File: config.mk
export PLATFORM = sky130hd
export DESIGN_NAME = four_bit_counter
export DESIGN_NICKNAME = d
export VERILOG_FILES = /design/src/rtl/four_bit_counter_pkg.sv /design/src/rtl/four_bit_counter_next.sv /design/src/rtl/four_bit_counter.sv
export SDC_FILE = /design/constraint.sdc
export NUM_CORES = 1
export LEC_CHECK = 0
export CAP_MARGIN = 25
export CELL_PAD_IN_SITES_DETAIL_PLACEMENT = 1
export CELL_PAD_IN_SITES_GLOBAL_PLACEMENT = 2
export CORE_AREA = 3 3 40 42
export DETAILED_ROUTE_END_ITERATION = 16
export DIE_AREA = 0 0 43 45
export PLACE_DENSITY_LB_ADDON = 0.2
export SLEW_MARGIN = 20
export SYNTH_ARGS = -nofsm -noshare
export SYNTH_HDL_FRONTEND = slang
export SYNTH_HIERARCHICAL = 1
export SYNTH_SLANG_ARGS = --single-unit
File: constraint.sdc
create_clock -name clk -period 0.9 [get_ports clk]
set_clock_uncertainty 0.05 [all_clocks]
set_input_delay 0.135 -clock clk [delete_from_list [all_inputs] [get_ports clk]]
set_output_delay 0.135 -clock clk [all_outputs]
set_load 0.03 [all_outputs]
File: src/rtl/four_bit_counter_pkg.sv
// Shared state encoding and helpers for the 16-state up-counter FSM.
`timescale 1ns/1ps
package four_bit_counter_pkg;

    localparam int unsigned STATE_W = 4;

    typedef logic [STATE_W-1:0] state_t;

    localparam state_t S0  = 4'd0;
    localparam state_t S1  = 4'd1;
    localparam state_t S2  = 4'd2;
    localparam state_t S3  = 4'd3;
    localparam state_t S4  = 4'd4;
    localparam state_t S5  = 4'd5;
    localparam state_t S6  = 4'd6;
    localparam state_t S7  = 4'd7;
    localparam state_t S8  = 4'd8;
    localparam state_t S9  = 4'd9;
    localparam state_t S10 = 4'd10;
    localparam state_t S11 = 4'd11;
    localparam state_t S12 = 4'd12;
    localparam state_t S13 = 4'd13;
    localparam state_t S14 = 4'd14;
    localparam state_t S15 = 4'd15;

    // Advance only on a clean 1; an unknown enable falls through to hold.
    function automatic state_t step_sel(input logic en, input state_t hold_s, input state_t adv_s);
        if (en == 1'b1) begin
            return adv_s;
        end
        return hold_s;
    endfunction

endpackage

File: src/rtl/four_bit_counter_next.sv
// Next-state decode for the counter FSM: one case arm per count value.
`timescale 1ns/1ps
module four_bit_counter_next
    import four_bit_counter_pkg::*;
(
    input  logic   [STATE_W-1:0] state,
    input  logic                 in,
    output logic   [STATE_W-1:0] next_state
);

    always_comb begin
        next_state = S0;
        case (state)
            S0:      next_state = step_sel(in, S0,  S1);
            S1:      next_state = step_sel(in, S1,  S2);
            S2:      next_state = step_sel(in, S2,  S3);
            S3:      next_state = step_sel(in, S3,  S4);
            S4:      next_state = step_sel(in, S4,  S5);
            S5:      next_state = step_sel(in, S5,  S6);
            S6:      next_state = step_sel(in, S6,  S7);
            S7:      next_state = step_sel(in, S7,  S8);
            S8:      next_state = step_sel(in, S8,  S9);
            S9:      next_state = step_sel(in, S9,  S10);
            S10:     next_state = step_sel(in, S10, S11);
            S11:     next_state = step_sel(in, S11, S12);
            S12:     next_state = step_sel(in, S12, S13);
            S13:     next_state = step_sel(in, S13, S14);
            S14:     next_state = step_sel(in, S14, S15);
            S15:     next_state = step_sel(in, S15, S0);
            // Unknown encodings recover to S0.
            default: next_state = S0;
        endcase
    end

endmodule

File: src/rtl/four_bit_counter.sv
// 4-bit up-counter as a 16-state Moore FSM; count is the registered state.
`timescale 1ns/1ps
module four_bit_counter
    import four_bit_counter_pkg::*;
(
    input  logic               clk,
    input  logic               reset,
    input  logic               in,
    output logic [STATE_W-1:0] count
);

    state_t state_q;
    state_t state_d;

    four_bit_counter_next u_next (
        .state      (state_q),
        .in         (in),
        .next_state (state_d)
    );

    always_ff @(posedge clk or negedge reset) begin
        if (!reset) begin
            state_q <= S0;
        end else begin
            state_q <= state_d;
        end
    end

    assign count = state_q;

endmodule

; Word level (Yosys, flattened, before mapping)
; Index checks and enable logic that the tools add are counted.
[word_totals]
regBits = 4
output_inout_bits = 4
input_bits = 3
elab_cells = 67
[classes]
n_reduce_logical = 1
eq_ne = 15
n_mux = 50
[ops]
columns = cell, count
row1 = $mux W4, 32
row2 = $pmux W4 S16, 1
row3 = $eq A4 B4 Y1 const B, 8
row4 = $mux W1, 17
row5 = $eq A4 B3 Y1 const B, 4
row6 = $eq A4 B2 Y1 const B, 2
row7 = $eq A4 B1 Y1 const B, 1
row8 = $logic_not A4 Y1, 1

; Logic depth before layout (Yosys ltp)
[depth]
depth_word = 4
ltp_mapped = 2
ltp_nobuf = 2

; Modules after synthesis
; Netlist, hierarchy kept.
[by_module_without_submodules]
columns = mod, n_inst, cells_per_inst, seq_area_each_um2, area_each_um2
row1 = four_bit_counter, 1, 4, 100.1, 100.1
row2 = four_bit_counter_next, 1, 7, 0.0, 50.0

; Worst setup path before layout
; No wires, ideal clock.
[synth_path]
path_type = register to register
startpoint = reg state_q[0] (netlist: count[0])
endpoint = reg state_q[3] (netlist: count[3])
path_stages_with_launch = 3
path_slack_ns = -0.120
arrival_ns = 0.837
n_path_buf = 0
synth_period_minus_slack_ns = 1.020
path_cell_list = dfrtp_1 nand4_1 xnor2_1
[synth_via]
elab_chain_cells = 2
word_cells_on_any_way = 17
cone_classes = 15 x eq/ne / 1 x mux / 1 x reduce/logical
[synth_rtl]
columns = item, line_no
row1 = start: declaration, four_bit_counter.sv:12  ; state_t state_q;
row2 = start signal: assignment, four_bit_counter.sv:25  ; state_q <= state_d;
row3 = $eq A4 B4 Y1 (tied with other cells), n/a
row4 = $pmux W4 S16 *, four_bit_counter_next.sv:13  ; case (state)
row5 = named net state_d[3], four_bit_counter.sv:13  ; state_t state_d;
; The timed path passes the listed nets; every way through them passes the cells marked *.

; Worst setup path after layout
[layout_path]
startpoint = reg state_q[1] (netlist: count[1])
endpoint = out count[1]
[layout_lines]
columns = item, line_no
row1 = end: declaration, four_bit_counter.sv:9  ; output logic [STATE_W-1:0] count
; No word-level cell between the ends.

==> metrics.md <==
| Metric | Value |
|---|---|
| Status | `finished, violations left` |
| Failing checks | `negative setup slack` |
| FMAX | `1030 MHz` |
| Worst setup margin | `-66.7 ps` |
| Antenna Cells | `0` |
| Crit-path cells | `buf_6` |
| GRT Residual Overflow | `0` |
| LEAKAGE | `0.000136 µW` |
| Capturing point of the worst reg2reg path | `count[3]` |
| Area of the multi-input gates | `between 50 and 60 µm²` |
| Ys Warns | `6` |
| Router iterations before antenna repair | `1` |
| Io pins | `7` |
| WL/cell | `9.40 µm` |
| Routed wire length | `395 µm` |
| RePlAce Congestion | `0.656` |
| Die W | `43 µm` |
| Simple-gate portion of the synthesized area | `around a tenth` |
| Vias/cell | `3.48` |
| Mux cell area share after synthesis | `0%` |
| Global-route wire length before repair | `621 µm` |
| Final Max Slew Viols | `0` |
| Max-slew headroom | `approximately 86%` |
| Final Setup Violations | `5` |
| Residual DRC | `0` |
| CP Depth | `1` |
| CTS tree | `yes` |
| Final Cycle Share | `107%` |
| Clk sinks | `4` |
| Placed Area | `about 230 µm²` |
| Max reg flops | `4` |
| Setup crit start | `count[1]` |
| CTS Buffer Depth | `2` |
| Setup tns final | `-231 ps` |
| Worst VDD drop | `974 µV` |
| Syn_nets | `14` |
| Worst Setup Path Type | `register to output port` |
| Post-synthesis sequential area ratio | `66.7%` |
| Initial DRC Count | `0` |
| Synth Area in XOR/XNOR | `23.3%` |
| Max-Cap Viols | `0` |
| Worst Path Max Fanout | `2` |
| Worst Reg-to-Reg Cells | `3` |
| Final Util | `24.4%` |
| Post-synth cell types | `6` |
| WP data arrival | `between 700 and 800 ps` |
| Routed via count | `146` |
| Critical path endpoint category | `output port` |
| Slowest cell delay on critical path | `410 ps` |
| Root buffer selected by CTS | `clkbuf_4` |
| Unrepaired setup endpoints after global routing | `yes` |
| Crit path launch type | `register` |
| CP Buf/Inv Count | `1` |
| Fin crit period | `967 ps` |
| Post-Synth Adder-Cell Area | `0%` |
| Layout cells sized above 1 | `63.0%` |
| R2r startpoint | `count[1]` |
| Critical path's top delay family | `flip-flops` |
| Mapped Area | `150 µm²` |
| Die height | `about 45 µm` |
| Port bufs | `6` |
| Fin nets | `31` |
| Syn_area_per_cell | `13.6 µm²` |
| Worst-path clk slew | `about 50 ps` |
| CTS buffer count | `3` |
| Gate Count Post-Synth | `11` |
| # H-tree levels | `1` |
| Largest net degree at the start of global routing | `5` |
| Vias in the first global route | `149` |
| Final instance area | `314 µm²` |
| Core region area | `0.00128 mm²` |
| Critical path endpoint | `count[1]` |
| Post-DRT Antenna Nets | `0` |
| Overall power | `between 1000 and 1500 µW` |
| Complex-gate fraction of the synthesized area | `0%` |
| Final hold vios | `0` |
| Die Area | `0.00194 mm²` |
| Pwr/cell area | `4370 mW/mm²` |
| Critical path's slowest cell | `dfrtp_2` |
| Starting density of the core | `11.7%` |
| Hold WC Path Type | `input port to asynchronous set/reset pin` |
| Yosys reg bits | `4` |
| Syn-to-layout area delta | `109%` |
| Worst Path Required | `710 ps` |
| Total track usage | `5.01%` |
| Core Rows | `13` |
| Slew @ Worst Pin | `202 ps` |
| Worst reg-to-reg setup slack | `-10 ps` |
| Post-CTS Hold Buffers | `0` |
| Fill count | `149` |
| Clock Latency Late Sink | `240 ps` |
| Number of antenna violations at the first check in global routing | `0` |
| Main combinational cell family by area after synthesis | `XOR/XNOR gates` |
| Register area | `104 µm²` |
[worst min-delay path by stage]
stage,depth (start not counted),endpoint,slack [ps],start
after floorplan,0,count[0],-210,reset
after global placement,1,count[3],310,reset
after detailed placement,1,count[3],320,reset
after CTS,1,count[2],60,reset
after global routing,1,count[2],70,reset
final,1,count[2],60,reset
[stage by stage]
step,worst slack (ps),hold slack [ps],instances
after floorplan,-3.58,-211,11
after CTS,-75.5,63.3,41
after detailed placement,-206,316,33
after global placement,-213,311,33
after global routing,-96.6,67.3,42
final,-66.7,57.8,42
[cell families (layout without fill, tap and decap cells)]
kind of cell	Yosys count	count (layout)
xor gates and xnor gates	4	4
DFF	4	4
and+or+nand+nor	3	3
buffers and inverters	0	16
[metal layers]
layer	share of wire, %	up-vias	global-route usage [%]
met3	11	0	3.19
li1	-	69	-
met2	43	7	5.09
met4	0	0	7.23
met5	0	-	0
met1	46	70	5.58
[area by class of cell]
cell class	count	area share, %
Timing Repair Buffer	12	35.1
Multi-Input combinational cell	7	17.5
Sequential cell	4	33.1
Tap cell	15	5.98
Clock buffer	4	8.37
[cell usage after synthesis (all sizes together)]
cell type	instances	area [µm²]
nand2	1	3.75
nand4	1	6.26
xnor2	3	26.3
nand3	1	5.00
xor2	1	8.76
dfrtp	4	100
[placed cells by master, fill, tap and decap left out, drive strengths merged]
| master | instances |
|---|---|
| clkbuf | 4 |
| clkdlybuf4s50 | 2 |
| nand4 | 1 |
| xor2 | 1 |
| dfrtp | 4 |
| nand2 | 1 |
| xnor2 | 3 |
| nand3 | 1 |
| buf | 10 |
[what timing repair did]
| action | CTS | global route |
|---|---|---|
| setup endpoints to repair | 4 | 7 |
| buffers inserted | 4 | 1 |
| resized for setup | 4 | 1 |
| cloned | 0 | 0 |
[power by group]
| group | internal (µW) | switching (µW) | leakage [µW] |
|---|---|---|---|
| Sequential | 290 | 69.8 | 0.0000439 |
| Combinational | 403 | 365 | 0.0000774 |
| Clock | 167 | 77.5 | 0.0000150 |
(Power assumes the default switching activity.)
